==> src/rtl/thor2024_rt_scoreboard.sv <==
// rtl/thor2024_rt_scoreboard.sv - Thor2024 issue-stage register write scoreboard
//
// Tracks which architectural registers have a write in flight. A register is
// marked busy when an instruction targeting it issues and is released when
// its writeback arrives. Issue is held off on RAW/WAW hazards. Pipeline
// flushes use a kill clear and a quiesce (drain) handshake.
//
// Optional build macro: THOR_SB_BYPASS_EN
//   defined   - a writeback releases its dependents in the same cycle
//   undefined - dependents issue at the earliest one cycle after writeback
//
// Ports:
//   clk, rst_n                  clock, asynchronous active-low reset
//   iss_valid / iss_ready       issue handshake (iss_ready is combinational)
//   iss_Rt                      target register of the issuing instruction (0 = none)
//   iss_Ra, iss_Rb, iss_Rc      source registers (0 = unused)
//   wb_valid[NWB], wb_Rt        writeback strobes and registers, port k at [6k+5:6k]
//   kill                        discard all pending writes
//   quiesce_req / quiesce_ack   drain request, one-cycle completion pulse
//   busy_vec, busy_count        registered busy bits and their popcount
//   stall_cnt                   saturating count of hazard-stalled cycles
//   wb_err                      sticky: writeback to a non-busy register
module thor2024_rt_scoreboard #(
  parameter int NWB    = 2,
  parameter int NREG   = 64,
  parameter int STALLW = 32
) (
  input  logic                clk,
  input  logic                rst_n,
  input  logic                iss_valid,
  output logic                iss_ready,
  input  logic [5:0]          iss_Rt,
  input  logic [5:0]          iss_Ra,
  input  logic [5:0]          iss_Rb,
  input  logic [5:0]          iss_Rc,
  input  logic [NWB-1:0]      wb_valid,
  input  logic [NWB*6-1:0]    wb_Rt,
  input  logic                kill,
  input  logic                quiesce_req,
  output logic                quiesce_ack,
  output logic [NREG-1:0]     busy_vec,
  output logic [6:0]          busy_count,
  output logic [STALLW-1:0]   stall_cnt,
  output logic                wb_err
);

  typedef enum logic [1:0] {RUN, DRAIN, ACK} state_t;

  state_t            state, state_nxt;
  logic [NREG-1:0]   wb_hit;
  logic [NREG-1:0]   eff_busy;
  logic [NREG-1:0]   set_vec;
  logic [NREG-1:0]   busy_nxt;
  logic              hazard;
  logic              fire;
  logic              wb_bad;
  logic              stall_hit;

  // Registers named by a valid writeback port this cycle; register 0 ignored.
  always_comb begin
    wb_hit = '0;
    for (int k = 0; k < NWB; k++) begin
      if (wb_valid[k] && (wb_Rt[k*6 +: 6] != 6'd0)) begin
        wb_hit[wb_Rt[k*6 +: 6]] = 1'b1;
      end
    end
  end

`ifdef THOR_SB_BYPASS_EN
  assign eff_busy = busy_vec & ~wb_hit;
`else
  assign eff_busy = busy_vec;
`endif

  assign hazard = ((iss_Ra != 6'd0) && eff_busy[iss_Ra]) ||
                  ((iss_Rb != 6'd0) && eff_busy[iss_Rb]) ||
                  ((iss_Rc != 6'd0) && eff_busy[iss_Rc]) ||
                  ((iss_Rt != 6'd0) && eff_busy[iss_Rt]);

  assign iss_ready = (state == RUN) && !hazard && !kill;
  assign fire      = iss_valid && iss_ready;
  assign stall_hit = iss_valid && !iss_ready && (state == RUN) && !kill;

  always_comb begin
    set_vec = '0;
    if (fire && (iss_Rt != 6'd0)) begin
      set_vec[iss_Rt] = 1'b1;
    end
  end

  // A writeback to an idle register is an error unless the same register is
  // being claimed by an issue this cycle (set wins, so the clear is moot).
  assign wb_bad = (|(wb_hit & ~busy_vec & ~set_vec)) && !kill;

  always_comb begin
    busy_nxt    = kill ? '0 : ((busy_vec & ~wb_hit) | set_vec);
    busy_nxt[0] = 1'b0;
  end

  always_comb begin
    busy_count = 7'd0;
    for (int i = 0; i < NREG; i++) begin
      busy_count = busy_count + 7'(busy_vec[i]);
    end
  end

  always_comb begin
    state_nxt = state;
    case (state)
      RUN:     if (quiesce_req) state_nxt = DRAIN;
      DRAIN:   if (kill || (busy_count == 7'd0)) state_nxt = ACK;
      ACK:     state_nxt = RUN;
      default: state_nxt = RUN;
    endcase
  end

  assign quiesce_ack = (state == ACK);

  always_ff @(posedge clk or negedge rst_n) begin
    if (!rst_n) begin
      state     <= RUN;
      busy_vec  <= '0;
      stall_cnt <= '0;
      wb_err    <= 1'b0;
    end else begin
      state    <= state_nxt;
      busy_vec <= busy_nxt;
      if (stall_hit && (stall_cnt != {STALLW{1'b1}})) begin
        stall_cnt <= stall_cnt + 1'b1;
      end
      if (wb_bad) begin
        wb_err <= 1'b1;
      end
    end
  end

endmodule
==> config.mk <==
export PLATFORM = sky130hd
export DESIGN_NAME = thor2024_rt_scoreboard
export DESIGN_NICKNAME = d
export VERILOG_FILES = /design/src/rtl/thor2024_rt_scoreboard.sv
export SDC_FILE = /design/constraint.sdc
export NUM_CORES = 1
export LEC_CHECK = 0
export CAP_MARGIN = 40
export CORE_MARGIN = 4
export CORE_UTILIZATION = 55
export DETAILED_ROUTE_END_ITERATION = 8
export PLACE_DENSITY = 0.85
export SYNTH_ARGS = -nofsm -noshare
export SYNTH_HDL_FRONTEND = slang
export SYNTH_SLANG_ARGS = --single-unit
==> constraint.sdc <==
create_clock -name clk -period 9.6 [get_ports clk]
set_input_delay 1.44 -clock clk [delete_from_list [all_inputs] [get_ports clk]]
set_output_delay 1.44 -clock clk [all_outputs]
set_load 0.05 [all_outputs]
Word level (Yosys, flattened, before mapping). Cells that the tools add are included.

Input port bits: 43. Register bits: 98. Output and inout port bits: 106. Word-level logic and storage cells: 145.

Multiplexer cells: 21. Bitwise operators: 8. $lt $le $gt $ge: 9. Reductions and logical operators: 35. $add $sub $neg: 63. Eq/ne operators: 5.

Operators by type and width (count): 7-bit by 1-bit adder with 7-bit output (56); 64-bit two-way mux (4); 64-bit AND (3); 64-bit inverter (3); 64-bit bitwise OR (2); 64-bit OR reduction (1); 6-bit by 7-bit less-than comparator with 1-bit output, second input constant (6); 6-bit nonzero test (6); 32-bit by 1-bit adder with 32-bit output, second input constant (1); 32-bit != test, second input constant (1); 1-bit binary-select mux with 6-bit select (4); 1-bit demux with 6-bit select (3); 6-bit by 1-bit >= comparator with 1-bit output, second input constant (3); 1-bit logical AND (18); 6-bit by 1-bit adder with 7-bit output (1); 7-bit zero test (1); 1-bit two-way mux (7); 5-bit by 1-bit adder with 6-bit output (1); 4-bit by 1-bit adder with 5-bit output (1); 3-bit by 1-bit adder with 4-bit output (1); 1-bit logical OR (4); 2-bit two-way mux (2); 2-bit != test, second input constant (2); 2-bit one-hot mux with 2 select lines (1); 7 further kinds (9).

Logic depth before layout (Yosys ltp).
Word-level depth: 66. Gate-level depth with buffers: 24. Mapped depth without buffers: 23.

Least setup slack after synthesis. OpenSTA, ideal clock, no wires.

Kind: register to output. Start: reg busy_vec[36]. End: out busy_count[5]. Cell stages (with the launch flop): 22. Slack: 1.399 ns. Arrival time: 6.761 ns. Required time: 8.160 ns. Buffers on the path: 1. Cells stage by stage: dfrtp_1 clkbuf_1 inv_1 fa_1 inv_1 fa_1 fa_1 inv_1 fa_1 inv_1 fa_1 fa_1 fa_1 inv_1 fa_1 inv_1 ha_1 a21o_1 a21oi_1 o21bai_1 a21oi_1 xnor2_1.

Cells in the longest elaborated chain, start to end: 28.

Ends and longest elaborated chain: start, declared (line 41) `output logic [NREG-1:0] busy_vec,`; start signal, assigned (line 127) `busy_vec <= busy_nxt;`; 7-bit by 1-bit adder with 7-bit output (28 in a row) (line 103) `busy_count = busy_count + 7'(busy_vec[i]);`; end, declared (line 42) `output logic [6:0] busy_count,`.

Every way passes these cells.

Worst setup path in the final report. Same ends and word-level chain as after synthesis.

==> impl_metrics.env <==
export IMPL_clk_pin_slew_worst_paths_ns=0.07
export IMPL_crit_required_ns=8.16
export IMPL_syn_to_final_growth_pct=19.1
export IMPL_worst_pin_slew_ns=0.942
export IMPL_async_flop_share_pct=100
export IMPL_cts_setup_buffers=0
export IMPL_fin_worst_skew_ns=0.00796
export IMPL_syn_cell_area_um2=10100
export IMPL_port_buffers=147
export IMPL_setup_tns_ns=0
export IMPL_cts_hold_buf=0
export IMPL_power_density_nw_per_um2=90.8
export IMPL_first_pass_iters=7
export IMPL_hold_worst_slack_ns=0.505
export IMPL_vias=10700
export IMPL_period_needed_ns=8.97
export IMPL_htree_levels=3
export IMPL_grt_use_total_pct=39.0
export IMPL_endpoint_kind="output pin"
export IMPL_core_um2=18000
export IMPL_peakVddDrop_v=0.0000902
export IMPL_slew_headroom_pct=37.1
export IMPL_wire_per_inst_um=27.3
export IMPL_drive_above_1_share_pct=9.04
export IMPL_clock_path_buffers=2
export IMPL_start_util_pct=56.3
export IMPL_drtIter0Drc=1699
export IMPL_critPathArrivalTime_ns=7.53
export IMPL_final_cell_mix="nor2_1, clkdlybuf4s50_1, inv_1"
export IMPL_gr_total_overflow=0
export IMPL_placed_area_um2=11800
export IMPL_dp_hpwl_um=30100
export IMPL_regArea_um2=2450
export IMPL_yosys_top_cells_area="dfrtp_1, fa_1, mux4_2, nor2_1, a32oi_1"
export IMPL_ioPinCount=149
export IMPL_cts_made_buffers=9
export IMPL_max_freq_mhz=112
export IMPL_die_w_um=144
export IMPL_outcome="finished, final reports clean"
export IMPL_cellLeakagePower_nw=5.00
export IMPL_ys_warn_count=0
export IMPL_cts_root_buf="clkbuf_16"
export IMPL_ctsResizeCount=0
export IMPL_totalWireLength_um=40400
export IMPL_multi_input_area_um2=6880
export IMPL_grt_pass1_wl_um=61200
export IMPL_cap_violations=0
export IMPL_crit_fanout=10
export IMPL_rrSetupSlack_ns=2.38
export IMPL_synth_top_area_share_pct=24.2
export IMPL_min_delay_path_class="flop to flop"
export IMPL_period_share_pct=93.4
export IMPL_seq_area_frac_synth_pct=24.2
export IMPL_grt_pass1_vias=10700
export IMPL_die_area_um2=20700
export IMPL_syn_inst=1141
export IMPL_syn_nets=1253
export IMPL_placementRows=49
export IMPL_synth_cell_type_count=71
export IMPL_ant_nets=0
export IMPL_gp_congestion=1.06
export IMPL_rsz0062_at_grt="no"
export IMPL_viasPerCell=7.24
export IMPL_synth_ff_type="dfrtp_1"
export IMPL_cts_sinks=98
export IMPL_timing_worst_setup_path_type="flop to output pin"
export IMPL_synth_edff_count=0
export IMPL_final_net_count=1358
export IMPL_mostFrequentLayoutCell="nor2_1"
export IMPL_clock_latency_ns=0.35
export IMPL_finalHoldViolations=0
export IMPL_setup_violations=0
export IMPL_synth_seq_cells=98
export IMPL_synth_area_per_cell_um2=8.89
export IMPL_post_route_cell_area_um2=12100
export IMPL_antenna_found_initial=1
export IMPL_synth_largest_area_cell="dfrtp_1"
export IMPL_die_y_um=144
export IMPL_tritoncts="built"
export IMPL_cp_start_kind="flop"
export IMPL_post_route_drc_count=0
export IMPL_grt_start_max_net_pins=67
export IMPL_fillCellCount=1512
export IMPL_slew_viol_final=0
-- routing by layer --
metal  global-route usage [%]  wire, um  vias up
met2                     61.0     18100      900
met1                     49.8     14100     5109
met5                        0         0        -
li1                         -         -     4455
met4                     22.0      2790        0
met3                     9.38      5440      258
-- worst max-delay path, stage by stage, from the launching register on --
cell and delay (ns):
dfrtp_1 0.53, inv_1 0.11, fa_1 0.54, inv_1 0.05, fa_1 0.43, fa_1 0.54, inv_1 0.05, fa_1 0.53
inv_1 0.06, fa_1 0.59, fa_1 0.46, fa_1 0.54, inv_1 0.06, fa_1 0.58, inv_1 0.06, ha_1 0.29
a21o_1 0.19, a21oi_1 0.27, o21bai_1 0.11, a21oi_1 0.18, xnor2_1 0.16, clkdlybuf4s50_1 0.84
-- path summary, 6_finish.rpt --
| check | start | end | cells past startpoint |
|---|---|---|---|
| min in group asynchronous | rst_n | stall_cnt[25]$_DFFE_PN0P_ | 1 |
| worst max-delay path | busy_vec[36]$_DFF_PN0_ | busy_count[5] | 21 |
| max in group asynchronous | rst_n | busy_vec[48]$_DFF_PN0_ | 2 |
| worst min register to register | stall_cnt[5]$_DFFE_PN0P_ | stall_cnt[5]$_DFFE_PN0P_ | 1 |
| worst min-delay path | stall_cnt[5]$_DFFE_PN0P_ | stall_cnt[5]$_DFFE_PN0P_ | 1 |
| worst max register to register | busy_vec[36]$_DFF_PN0_ | state[1]$_DFFE_PN0P_ | 22 |
-- per-stage QoR --
stage | power [W] | cells | worst slack [ns] | util, %
6_report | 0.00110 | 1480 | 0.632 | 67.0
2_1_floorplan | 0.000615 | 1141 | 1.40 | -
4_1_cts | 0.00109 | 1479 | 0.685 | 67.0
3_3_place_gp | 0.000708 | 1457 | 1.22 | 64.9
5_1_grt | 0.00113 | 1480 | 0.366 | 67.0
3_5_place_dp | 0.000712 | 1464 | 1.07 | 65.3
-- synthesized netlist by cell type (14+ instances only) --
library cell,instances
a21oi_1,33
a221oi_1,17
a22oi_1,60
a32oi_1,62
and3_1,14
buf_2,24
clkbuf_1,49
dfrtp_1,98
fa_1,53
ha_1,16
inv_1,109
mux2i_1,20
mux4_2,36
nand2_1,62
nand3_1,28
nor2_1,146
nor2b_1,15
nor3_1,39
nor3b_1,16
o22ai_1,14
xor2_1,22
-- cell type report --
cell class              count  area share, %
clock buffers              11           2.09
clock inverters             4          0.466
well taps                 229           2.37
inverters                 110           3.42
flip-flops and latches     98           20.3
diodes                      1         0.0207
multi-input cells         847           57.0
repair buffers            180           14.3
-- cell families after synthesis --
kind of cell | after synthesis | share of synthesized area (%)
DFF | 98 | 24.2
AOI/OAI and AO/OA | 262 | 19.6
other | 1 | 0.0370
buffers and inverters | 196 | 8.03
xor gates and xnor gates | 35 | 3.02
adders and majority gates | 69 | 12.4
muxes | 65 | 11.4
and+or+nand+nor | 415 | 21.3
-- power breakdown --
part	internal (W)	switching, W	total [W]	leakage (nW)
registers	0.000424	0.0000189	0.000443	1.32
logic	0.0000912	0.000177	0.000268	3.53
clock network	0.000218	0.000168	0.000385	0.153
-- state kept, by name, indices dropped and copies added, names as in the netlist --
register and flops:
busy_vec 63, stall_cnt 32, state 2, wb_err 1
Power figures use the tool's default switching activity.
